[config.mk]
export PLATFORM = sky130hd
export DESIGN_NAME = usb_data_buffer
export DESIGN_NICKNAME = d
export VERILOG_FILES = /design/src/rtl/usb_data_buffer.sv
export SDC_FILE = /design/constraint.sdc
export NUM_CORES = 1
export LEC_CHECK = 0
export CAP_MARGIN = 20
export CORE_ASPECT_RATIO = 0.75
export CORE_MARGIN = 2
export CORE_UTILIZATION = 56
export DETAILED_ROUTE_END_ITERATION = 10
export PLACE_DENSITY = 0.75
export SYNTH_ARGS = -nofsm -noshare
export SYNTH_HDL_FRONTEND = slang
export SYNTH_SLANG_ARGS = --single-unit
[constraint.sdc]
create_clock -name clk -period 4.4 [get_ports clk]
set_input_delay 0.44 -clock clk [delete_from_list [all_inputs] [get_ports clk]]
set_output_delay 0.44 -clock clk [all_outputs]
set_load 0.01 [all_outputs]
[src/rtl/usb_data_buffer.sv]
// Shared byte FIFO between AHB registers and USB RX/TX engines; RX store beats AHB store, TX fetch beats AHB read.
// Latency: a write is visible at the head one edge later; the head byte is combinational from storage.
// Backpressure: no stall. Writes to a full FIFO and reads from an empty one are dropped; sticky flags when USB_DATA_BUFFER_ERR_FLAGS_EN.
module usb_data_buffer #(
    parameter int DEPTH = 64
) (
    input  logic                       clk,
    input  logic                       n_rst,
    input  logic                       store_tx_data,
    input  logic [7:0]                 tx_data,
    input  logic                       get_rx_data,
    output logic [7:0]                 rx_data,
    input  logic                       store_rx_packet_data,
    input  logic [7:0]                 rx_packet_data,
    input  logic                       get_tx_packet_data,
    output logic [7:0]                 tx_packet_data,
    input  logic                       clear,
    output logic [$clog2(DEPTH):0]     buffer_occupancy,
    output logic                       overflow_err,
    output logic                       underflow_err
);
    localparam int AW = $clog2(DEPTH);
    localparam logic [AW:0] FULL_CNT = DEPTH[AW:0];

    logic [7:0]  mem [DEPTH];
    logic [AW:0] wptr;
    logic [AW:0] rptr;
    logic [AW:0] occ;
    logic        empty;
    logic        full;
    logic        wr_req;
    logic        rd_req;
    logic        wr_ok;
    logic        rd_ok;
    logic [7:0]  wr_byte;
    logic [7:0]  head;

    assign occ     = wptr - rptr;
    assign empty   = (occ == '0);
    assign full    = (occ == FULL_CNT);
    assign wr_req  = store_rx_packet_data | store_tx_data;
    assign rd_req  = get_tx_packet_data | get_rx_data;
    assign wr_byte = store_rx_packet_data ? rx_packet_data : tx_data;
    assign rd_ok   = rd_req & ~empty;
    // A concurrent pop frees the slot, so a full FIFO still takes the byte.
    assign wr_ok   = wr_req & (~full | rd_ok);

    always_ff @(posedge clk or negedge n_rst) begin
        if (!n_rst) begin
            wptr <= '0;
            rptr <= '0;
        end else if (clear) begin
            wptr <= '0;
            rptr <= '0;
        end else begin
            if (wr_ok) wptr <= wptr + 1'b1;
            if (rd_ok) rptr <= rptr + 1'b1;
        end
    end

    // Storage is deliberately left out of reset and clear.
    always_ff @(posedge clk) begin
        if (wr_ok && !clear) mem[wptr[AW-1:0]] <= wr_byte;
    end

    assign head             = empty ? 8'h00 : mem[rptr[AW-1:0]];
    assign rx_data          = head;
    assign tx_packet_data   = head;
    assign buffer_occupancy = occ;

`ifdef USB_DATA_BUFFER_ERR_FLAGS_EN
    logic ovf_evt;
    logic udf_evt;
    // Both strobes high always loses the AHB byte, even when the RX byte is taken.
    assign ovf_evt = (wr_req & ~wr_ok) | (store_rx_packet_data & store_tx_data);
    assign udf_evt = rd_req & empty;

    always_ff @(posedge clk or negedge n_rst) begin
        if (!n_rst) begin
            overflow_err  <= 1'b0;
            underflow_err <= 1'b0;
        end else if (clear) begin
            overflow_err  <= 1'b0;
            underflow_err <= 1'b0;
        end else begin
            if (ovf_evt) overflow_err  <= 1'b1;
            if (udf_evt) underflow_err <= 1'b1;
        end
    end
`else
    assign overflow_err  = 1'b0;
    assign underflow_err = 1'b0;
`endif

endmodule

==> metrics.cfg, run 1 <==
[status]
status=complete, no violations

[final_layout]
drive_above_1_share=0.248
nets=1248
fill_cells=2422
final_util=0.654
syn_to_final_growth_pct=14.9

[detailed_routing]
drtAntennaViolNets=0
initialDrtViolationCount=1605
drcViolationCount=0
drtPass1Iterations=7
via_per_inst=6.34
drt-wirelength-per-cell_microns=27.5
wl_microns=48300
vias=11138

[synth]
ys_seq_area_frac=0.743
yosys.area.top_type=edfxtp_1
ys_seq_elements=526
synth.distinct_cells=55
ys_warn_count=0
ys.flop_type=edfxtp_1
synth_edf_count=512
ys_top_cells_by_area=edfxtp_1, mux4_2, mux2i_1
synth-compound-area-share=0.0328
async_flop_share=0.0266
synth-xor-area-share=0.00372
synthMuxAreaShare=0.157
synth_top_family_by_area=multiplexers
synthesis.instances=1089
synth-simple-area-share=0.0385
synth_fa_ha_area_frac=0.00568
synth_top_area_frac=0.726
netlist_area_sq_mm=0.0212
syn_avg_cell_area_sq_um=19.4

[power]
leakagePower_nw=7.85
p_sw_frac=0.263
ir_worst_vdd_v=0.000276
intPower_w=0.00909
power.share.sequential=0.453
clkPwrFrac=0.324
finalPower_w=0.0123
p_per_area_mw_per_mm2=507
combPwrFrac=0.223
p_switching_w=0.00324

[timing]
finalSetupViolCount=0
final-max-slew-violation-count=0
finalHoldViolations=0
min_period_ns=4.28
slew_headroom=0.382
period_share=0.972
fin_skew_ns=0.0252
fmax_mhz=234
tightest_slew_ns=0.924

[placement]
place_congestion=0.879
port_buffers=45
hpwl_microns=30500

[setup_path]
crit_fanout=6
end_kind=output port
cp.arrival_ns=3.84
cp_data_required_time_ns=3.96
crit_type=register to output port
critPathLaunchType=register

[die]
die_h_microns=172
coreArea_sq_mm=0.0372
core.rowCount=61
initial_utilization=0.569
ioPinCount=48
die_x_microns=228
dieArea_sq_mm=0.0394

[clock_network]
numCtsBuffers=49
tritoncts=built
clockBufferDepth=3
clock-sinks=526
clk_pin_slew_ns=0.07
ctsRootBufferMaster=clkbuf_16
htreeDepth=2
hold_buffers=0
clkLatencyLatePin_ns=0.58

[global_routing]
grt_pass1_vias=10935
grt_first_pass_wirelength_microns=71100
grtUsageTotal=0.249
antenna_found_initial=1
grt_overflow=0
grt_max_degree=87

[run]
maxCapViolCount=0

[hold_path]
hp-class=input port to asynchronous set/reset pin

-- critical path, cell delays in order, from the launching register on --
cell	delay [ns]
dfrtp_1	0.41
inv_1	0.12
ha_1	0.17
inv_1	0.05
fa_1	0.43
nand3_1	0.12
a211oi_1	0.10
or3_1	0.41
a2111oi_4	0.45
buf_4	0.24
nor3_1	0.10
buf_4	0.16
clkdlybuf4s50_1	0.47
-- repair_timing --
| action | 4_1_cts | 5_1_grt |
|---|---|---|
| buffers inserted | 0 | 7 |
| gates resized for setup | 1 | 7 |
| pin swaps | 0 | 0 |
| setup endpoints to repair | 2 | 15 |
| cloned | 0 | 3 |
-- per-stage QoR --
step                hold WS (ns)  area, sq um  instances  TNS, ns  setup WS (ns)
floorplan                  0.144        21200       1090        0          0.157
global placement           0.586        22600       1655        0          0.668
detailed placement         0.594        22600       1658        0          0.540
CTS                        0.288        24100       1746        0         0.0233
global route               0.348        24300       1757  -0.0144        -0.0111
finish                     0.311        24300       1758        0          0.123
-- synthesized netlist by cell type, types with 3 or more instances --
master	number
a211oi_1	4
a21oi_1	18
a221oi_1	8
a22oi_1	11
a32oi_1	6
buf_1	3
buf_2	13
buf_4	19
clkbuf_1	33
dfrtp_1	14
edfxtp_1	512
ha_1	8
inv_1	9
mux2_2	8
mux2i_1	57
mux4_2	117
nand2_1	40
nand2b_1	5
nand3_1	7
nor2_1	77
nor2_2	6
nor2b_1	4
nor3_1	12
nor4_1	7
o211ai_1	7
o21ai_0	23
o221ai_1	8
or3_1	8
or4_1	4
xnor2_1	8
-- power groups by stage --
stage	Combinational, W	Sequential, W	Clock, W
after global routing	0.00290	0.00559	0.00425
after floorplan	0.00174	0.00568	0
after global placement	0.00258	0.00570	0
after detailed placement	0.00261	0.00570	0
final	0.00275	0.00559	0.00400
after CTS	0.00263	0.00559	0.00404
-- path summary, 6_finish.rpt --
| check | from | to | slack (ns) | cells after the start |
|---|---|---|---|---|
| worst max-delay path | wptr[0]$_DFFE_PN0P_ | tx_packet_data[7] | 0.12 | 12 |
| worst min-delay path | n_rst | wptr[2]$_DFFE_PN0P_ | 0.31 | 1 |
| worst max register to register | wptr[0]$_DFFE_PN0P_ | mem[2][1]$_DFFE_PP_ | 0.44 | 11 |
| worst min register to register | wptr[5]$_DFFE_PN0P_ | wptr[5]$_DFFE_PN0P_ | 0.63 | 2 |
| max in group asynchronous | n_rst | rptr[1]$_DFFE_PN0P_ | 3.51 | 1 |
| min in group clk | wptr[5]$_DFFE_PN0P_ | wptr[5]$_DFFE_PN0P_ | 0.63 | 2 |
-- cell families after synthesis --
logic type      Yosys count
buf+inv                  81
simple gates            179
fa+ha+maj                 9
other cells               1
mux                     184
xor+xnor                  9
flops                   526
compound gates          100
-- metal layers --
metal  vias to the layer above  GRT usage  part of all wire  wire [microns]
met4                         0     0.0605             0.021            1020
met3                        90     0.0538              0.11            5300
li1                       4695          -                 -               -
met1                      5675      0.376              0.41           19900
met5                         -          0                 0               0
met2                       678      0.378              0.46           22100
-- flip-flops by register name (all words and copies together) (netlist names) --
signal  flops
mem       512
rptr        7
wptr        7
-- placed cells by master, fill, tap and decap left out, drive strengths merged, types with 3 or more instances in the layout --
master           n
mux4           117
mux2            10
buf             97
nor4             7
or4              4
dfrtp           14
clkdlybuf4s50   45
a211oi           4
nand2b           5
nor3            13
a21oi           19
ha               8
nor2b            4
clkbuf          64
mux2i           57
nand2           40
a22oi           11
edfxtp         512
a32oi            6
o221ai           8
nand3            7
xnor2            8
inv             12
a2111oi          3
clkinv          22
or3              8
nor2            83
o21ai           26
a221oi           8
o211ai           7
-- layout make-up --
type | instances | area, sq um | area share
clock inverters | 26 | 186 | 0.00767
repair buffers | 145 | 1350 | 0.0554
flip-flops and latches | 526 | 15700 | 0.647
clock buffers | 62 | 1320 | 0.0542
inverters | 11 | 41.3 | 0.00170
well taps | 504 | 631 | 0.0259
multi-input cells | 483 | 5060 | 0.208
diodes | 1 | 2.50 | 0.000103
No activity file was read; power rests on OpenSTA's default activity.
==> run 2, diff against run 1 <==
--- a/config.mk
+++ b/config.mk
@@ -11,6 +11,7 @@
 export CORE_UTILIZATION = 56
 export DETAILED_ROUTE_END_ITERATION = 10
 export PLACE_DENSITY = 0.75
+export REMOVE_ABC_BUFFERS = 1
 export SYNTH_ARGS = -nofsm -noshare
 export SYNTH_HDL_FRONTEND = slang
 export SYNTH_SLANG_ARGS = --single-unit
==> run 2 against run 1 <==
Flip-flop and latch count unchanged. Maximum frequency shrank 0.40%. Largest power group unchanged. Hold slack got worse by 0.0043 ns.
==> metrics.cfg, run 2 (synthesized netlist as in run 1, its figures left out) <==
[timing]
fmax_mhz=233  ; was 234 MHz
finalHoldViolations=0  ; unchanged
min_period_ns=4.29  ; was 4.28 ns
slew_headroom=0.227  ; was 0.382
final-max-slew-violation-count=0  ; unchanged
rsz0062_at_grt=false
period_share=0.976  ; was 0.972
finalSetupViolCount=0  ; unchanged
fin_skew_ns=0.0159  ; was 0.0252 ns
tightest_slew_ns=1.16  ; was 0.924 ns

[setup_path]
path_buf_inv=2  ; was 5
r2r-start=wptr[0]$_DFFE_PN0P_  ; unchanged
crit_fanout=25  ; was 6
cp_data_required_time_ns=3.96  ; about the same
r2r_cells=11  ; unchanged
cp.arrival_ns=3.85  ; was 3.84 ns
crit_type=register to output port  ; unchanged
end_kind=output port  ; unchanged
r2r_slack_ns=0.54  ; was 0.44 ns
path_delay_family=simple AND/OR/NAND/NOR gates  ; was buffers and inverters
critPathLaunchType=register  ; unchanged
critPathMostFrequentCell=a21oi_1
path_cells=buf_4 -> and2_1 -> nand2_1 -> o221ai_1 -> a21oi_1 -> a32oi_1 -> a21oi_1 -> nor3_1 -> clkdlybuf4s50_1  ; was inv_1 -> ha_1 -> inv_1 -> fa_1 -> nand3_1 -> a211oi_1 -> or3_1 -> a2111oi_4 -> buf_4 -> nor3_1 -> buf_4 -> clkdlybuf4s50_1
startpoint=rptr[2]$_DFFE_PN0P_  ; was wptr[0]$_DFFE_PN0P_
max_stage_delay_ns=0.66  ; was 0.47 ns
r2r_end=mem[11][6]$_DFFE_PP_  ; was mem[2][1]$_DFFE_PP_
crit_slowest_cell=clkdlybuf4s50_1  ; unchanged

[run]
maxCapViolCount=0  ; unchanged

[final_layout]
nets=1216  ; was 1,248
instances_no_fill=1727  ; was 1,758
syn_to_final_growth_pct=13.6  ; was 14.9%
drive_above_1_share=0.227  ; was 0.248
largest_reg_flops=512  ; unchanged
mostFrequentLayoutCell=edfxtp_1  ; unchanged
layout.cells.most_common_list=edfxtp_1, mux4_2, nor2_1, buf_4, mux2i_1  ; was edfxtp_1, mux4_2, buf_4, nor2_1, mux2i_1
final_util=0.647  ; was 0.654

[status]
status=complete, no violations  ; unchanged

[placement]
place_inst=1637  ; was 1,658
hpwl_microns=30000  ; was 30,500 microns
port_buffers=45  ; unchanged
place_congestion=0.865  ; was 0.879

[detailed_routing]
drcViolationCount=0  ; unchanged
drt-met1-wl_microns=19600  ; was 19,900 microns
drtPass1Iterations=5  ; was 7
top_layer=met4  ; unchanged
via_per_inst=6.34  ; about the same
met2_length_microns=22600  ; was 22,100 microns
drt-wirelength-per-cell_microns=28.2  ; was 27.5 microns
wl_microns=48700  ; was 48,300 microns
initialDrtViolationCount=1523  ; was 1,605
met3_length_microns=4910  ; was 5300 microns
drtAntennaViolNets=0  ; unchanged
vias=10952  ; was 11,138

[global_routing]
grt_max_degree=81  ; was 87
grt_first_pass_wirelength_microns=71700  ; was 71,100 microns
grt_pass1_vias=10913  ; was 10,935
grt_overflow=0  ; unchanged
grtUsageTotal=0.254  ; was 0.249
antenna_found_initial=0  ; was 1

[power]
ir_worst_vdd_v=0.000354  ; was 0.000276 V
finalPower_w=0.0123  ; about the same
p_per_area_mw_per_mm2=512  ; was 507 mW/mm^2
leakagePower_nw=7.68  ; was 7.85 nW

[die]
die_h_microns=172  ; unchanged
core.rowCount=61  ; unchanged
coreArea_sq_mm=0.0372  ; unchanged
ioPinCount=48  ; unchanged
die_x_microns=228  ; unchanged
dieArea_sq_mm=0.0394  ; unchanged
initial_utilization=0.569  ; unchanged

[clock_network]
ctsRootBufferMaster=clkbuf_16  ; unchanged
clock-sinks=526  ; unchanged
htreeDepth=2  ; unchanged
tritoncts=built  ; unchanged
clk_pin_slew_ns=0.06  ; was 0.07 ns
hold_buffers=0  ; unchanged
numCtsBuffers=47  ; was 49
post_cts.repair.setup_buffers=0  ; unchanged
clkLatencyLatePin_ns=0.57  ; was 0.58 ns
clockBufferDepth=3  ; unchanged
cts-resized-gates=1  ; unchanged

[hold_path]
hp-class=input port to asynchronous set/reset pin  ; unchanged

==> run 2: worst register-to-register path, stage by stage (launching register included) <==
cell and delay [ns]:
dfrtp_1 0.41, inv_1 0.11, ha_1 0.16, inv_1 0.05, fa_1 0.40, nand3_1 0.12, a211oi_1 0.09, or3_1 0.38
and2_1 0.18, and3_1 0.32, or3_1 0.61, nor2_1 0.67
==> run 2: worst max-delay path by stage <==
stage,slack (ns),cells past startpoint,endpoint
after detailed placement,0.54,11,mem[11][2]$_DFFE_PP_
after global placement,0.60,11,mem[11][5]$_DFFE_PP_
after CTS,0.05,7,tx_packet_data[2]
after floorplan,-4.43,10,mem[0][0]$_DFFE_PP_
final,0.11,9,rx_data[6]
after global routing,0.008,11,rx_data[6]
==> run 2: layout make-up <==
type                            count  area [sq um]
Clock buffer                       64          1300
Clock inverter                     23           231
Timing Repair Buffer              115          1050
Fill cell                        2485         13100
Multi-Input combinational cell    483          5050
Inverter                           11          41.3
Sequential cell                   526         15700
Tap cell                          504           631
Antenna cell                        1          2.50
==> run 2: metrics by stage <==
step	TNS, ns	hold WS [ns]	cell area [sq um]	setup WS (ns)
detailed placement	0	0.559	22500	0.538
global route	0	0.355	24000	0.00803
finish	0	0.307	24000	0.106
floorplan	-2301.60	0.144	20800	-4.43
global placement	0	0.559	22500	0.601
CTS	0	0.322	24000	0.0516
==> run 2: routing by layer <==
metal | vias up | track usage
li1 | 4630 | -
met1 | 5634 | 0.359
met2 | 593 | 0.391
met3 | 95 | 0.0633
met4 | 0 | 0.0929
met5 | - | 0
==> run 2: power by group <==
| group | total (W) | switching, W | internal [W] |
|---|---|---|---|
| combinational | 0.00259 | 0.00138 | 0.00121 |
| clock | 0.00412 | 0.00175 | 0.00237 |
| sequential | 0.00559 | 0.0000273 | 0.00557 |
| total | 0.0123 | 0.00316 | 0.00914 |
==> run 3, diff against run 2 <==
==> constraint.sdc (replaced) <==
create_clock -name clk -period 4.4 [get_ports clk]
set_input_delay 0.88 -clock clk [delete_from_list [all_inputs] [get_ports clk]]
set_output_delay 0.88 -clock clk [all_outputs]
set_load 0.01 [all_outputs]
==> run 3 against run 2 <==
Setup slack worse by 0.0051 ns. Non-clock buffer count is 35 higher. Clock-buffer cell count is 7 lower. Die area stayed put. Largest cell class unchanged. Largest power group unchanged. Highest routed layer unchanged.
==> metrics.cfg, run 3 (synthesized netlist as in run 1, its figures left out) <==
[global_routing]
grt_overflow=0  ; unchanged
grt_pass1_vias=11331  ; was 10,913
grt_max_degree=90  ; was 81
grt_first_pass_wirelength_microns=73500  ; was 71,700 microns
grtUsageTotal=0.258  ; was 0.254
antenna_found_initial=0  ; unchanged

[clock_network]
ctsRootBufferMaster=clkbuf_16  ; unchanged
htreeDepth=2  ; unchanged
clk_pin_slew_ns=0.07  ; was 0.06 ns
numCtsBuffers=48  ; was 47
clock-sinks=526  ; unchanged
clockBufferDepth=3  ; unchanged
hold_buffers=0  ; unchanged
tritoncts=built  ; unchanged
clkLatencyLatePin_ns=0.57  ; about the same

[setup_path]
max_stage_delay_ns=0.50  ; was 0.66 ns
cp.arrival_ns=3.42  ; was 3.85 ns
path_cells=inv_2 -> buf_6 -> nand2_1 -> o21ai_0 -> o221ai_1 -> a21oi_1 -> nor3_2 -> clkdlybuf4s50_1  ; was buf_4 -> and2_1 -> nand2_1 -> o221ai_1 -> a21oi_1 -> a32oi_1 -> a21oi_1 -> nor3_1 -> clkdlybuf4s50_1
r2r_slack_ns=0.51  ; was 0.54 ns
cp_data_required_time_ns=3.52  ; was 3.96 ns
r2r_end=mem[1][0]$_DFFE_PP_  ; was mem[11][6]$_DFFE_PP_
critPathLaunchType=register  ; unchanged
r2r-start=rptr[0]$_DFFE_PN0P_  ; was wptr[0]$_DFFE_PN0P_
crit_slowest_cell=clkdlybuf4s50_1  ; unchanged
cp-endpoint=rx_data[0]  ; was rx_data[6]
startpoint=rptr[3]$_DFFE_PN0P_  ; was rptr[2]$_DFFE_PN0P_
r2r_cells=10  ; was 11
crit_fanout=27  ; was 25
end_kind=output port  ; unchanged
crit_type=register to output port  ; unchanged

[die]
die_h_microns=172  ; unchanged
dieArea_sq_mm=0.0394  ; unchanged
die_x_microns=228  ; unchanged
initial_utilization=0.569  ; unchanged
core.rowCount=61  ; unchanged
coreArea_sq_mm=0.0372  ; unchanged
ioPinCount=48  ; unchanged

[final_layout]
antenna_cells=0  ; was 1
layout.cells.most_common_list=edfxtp_1, mux4_2, buf_4, nor2_1, mux2i_1  ; was edfxtp_1, mux4_2, nor2_1, buf_4, mux2i_1
nets=1252  ; was 1,216
drive_above_1_share=0.278  ; was 0.227
syn_to_final_growth_pct=16.3  ; was 13.6%
mostFrequentLayoutCell=edfxtp_1  ; unchanged
largest_reg_flops=512  ; unchanged

[run]
maxCapViolCount=0  ; unchanged

[timing]
tightest_slew_ns=0.916  ; was 1.16 ns
slew_headroom=0.389  ; was 0.227
min_period_ns=4.30  ; was 4.29 ns
tns_ns=0  ; unchanged
rsz0062_at_grt=false  ; unchanged
finalSetupViolCount=0  ; unchanged
setup_ws_ns=0.101  ; was 0.106 ns
period_share=0.977  ; was 0.976
final-max-slew-violation-count=0  ; unchanged
fin_skew_ns=0.00870  ; was 0.0159 ns
fmax_mhz=233  ; about the same
finalHoldViolations=0  ; unchanged

[status]
status=complete, no violations  ; unchanged

[detailed_routing]
initialDrtViolationCount=1298  ; was 1,523
drtPass1Iterations=6  ; was 5
drt-wirelength-per-cell_microns=27.9  ; was 28.2 microns
vias=11138  ; was 10,952
drtAntennaViolNets=0  ; unchanged
via_per_inst=6.31  ; was 6.34
drcViolationCount=0  ; unchanged
wl_microns=49300  ; was 48,700 microns

[placement]
place_congestion=0.840  ; was 0.865
port_buffers=45  ; unchanged
dp_slack_ns=0.358  ; was 0.538 ns
hpwl_microns=30800  ; was 30,000 microns

[hold_path]
hp-class=register to register  ; was input port to asynchronous set/reset pin

[power]
leakagePower_nw=7.99  ; was 7.68 nW
p_per_area_mw_per_mm2=518  ; was 512 mW/mm^2
ir_worst_vdd_v=0.000369  ; was 0.000354 V
finalPower_w=0.0128  ; was 0.0123 W

==> run 3: cell count changes in the layout (fill, tap and decap cells not counted), moves of 4 or more <==
cell / delta
nor3_2: +6
dlymetal6s2s_1: +4
dlygate4sd2_1: +10
nor3_1: -7
mux2i_1: -4
clkbuf_1: -5
clkdlybuf4s50_1: -14
bufinv_16: +4
buf_4: +30
==> run 3: area by class of cell <==
class | instances | area [sq um]
multi-input combinational | 483 | 5200
fill | 2405 | 12600
timing repair buffer | 150 | 1360
tap | 504 | 631
inverter | 11 | 41.3
sequential | 526 | 15700
clock buffer | 57 | 1260
clock inverter | 33 | 397
==> run 3: worst max-delay path, delay by kind of cell (launching register included) <==
family / cells / cell delay (ns)
AO/OA/AOI/OAI: 3 / 0.85
buffers and inverters: 3 / 0.95
flip-flops: 1 / 0.47
AND/OR/NAND/NOR: 2 / 0.54
==> run 3: report_power, final <==
group          internal [W]  total (W)  switching, W
logic               0.00132    0.00279       0.00146
clock network       0.00257    0.00437       0.00180
registers           0.00557    0.00559     0.0000267
==> run 3: timing repair <==
| item | in CTS | in global routing |
|---|---|---|
| pin swaps | 3 | 3 |
| cloned | 2 | 0 |
| resized for setup | 38 | 24 |
| endpoints found under the setup margin | 16 | 16 |
| buffers inserted | 7 | 4 |
==> run 3: worst min-delay path by stage <==
stage	end	depth (start not counted)	from
final	rptr[6]$_DFFE_PN0P_	2	rptr[6]$_DFFE_PN0P_
after CTS	rptr[6]$_DFFE_PN0P_	2	rptr[6]$_DFFE_PN0P_
after floorplan	rptr[6]$_DFFE_PN0P_	2	rptr[6]$_DFFE_PN0P_
after global placement	rptr[6]$_DFFE_PN0P_	2	rptr[6]$_DFFE_PN0P_
after detailed placement	rptr[6]$_DFFE_PN0P_	2	rptr[6]$_DFFE_PN0P_
after global routing	rptr[6]$_DFFE_PN0P_	2	rptr[6]$_DFFE_PN0P_
==> run 3: stage by stage <==
stage               area (sq um)   util  instances  hold WS, ns
floorplan                  20800      -       1020        0.530
CTS                        24500  0.659       1760        0.594
detailed placement         22600  0.609       1661        0.574
global route               24600  0.662       1764        0.629
finish                     24600  0.662       1764        0.609
global placement           22600  0.609       1661        0.563
==> run 3: per-layer routing <==
layer | track usage | wire length [microns]
met3 | 0.0597 | 4880
met4 | 0.109 | 1990
met2 | 0.405 | 22900
met1 | 0.356 | 19500
met5 | 0 | 0
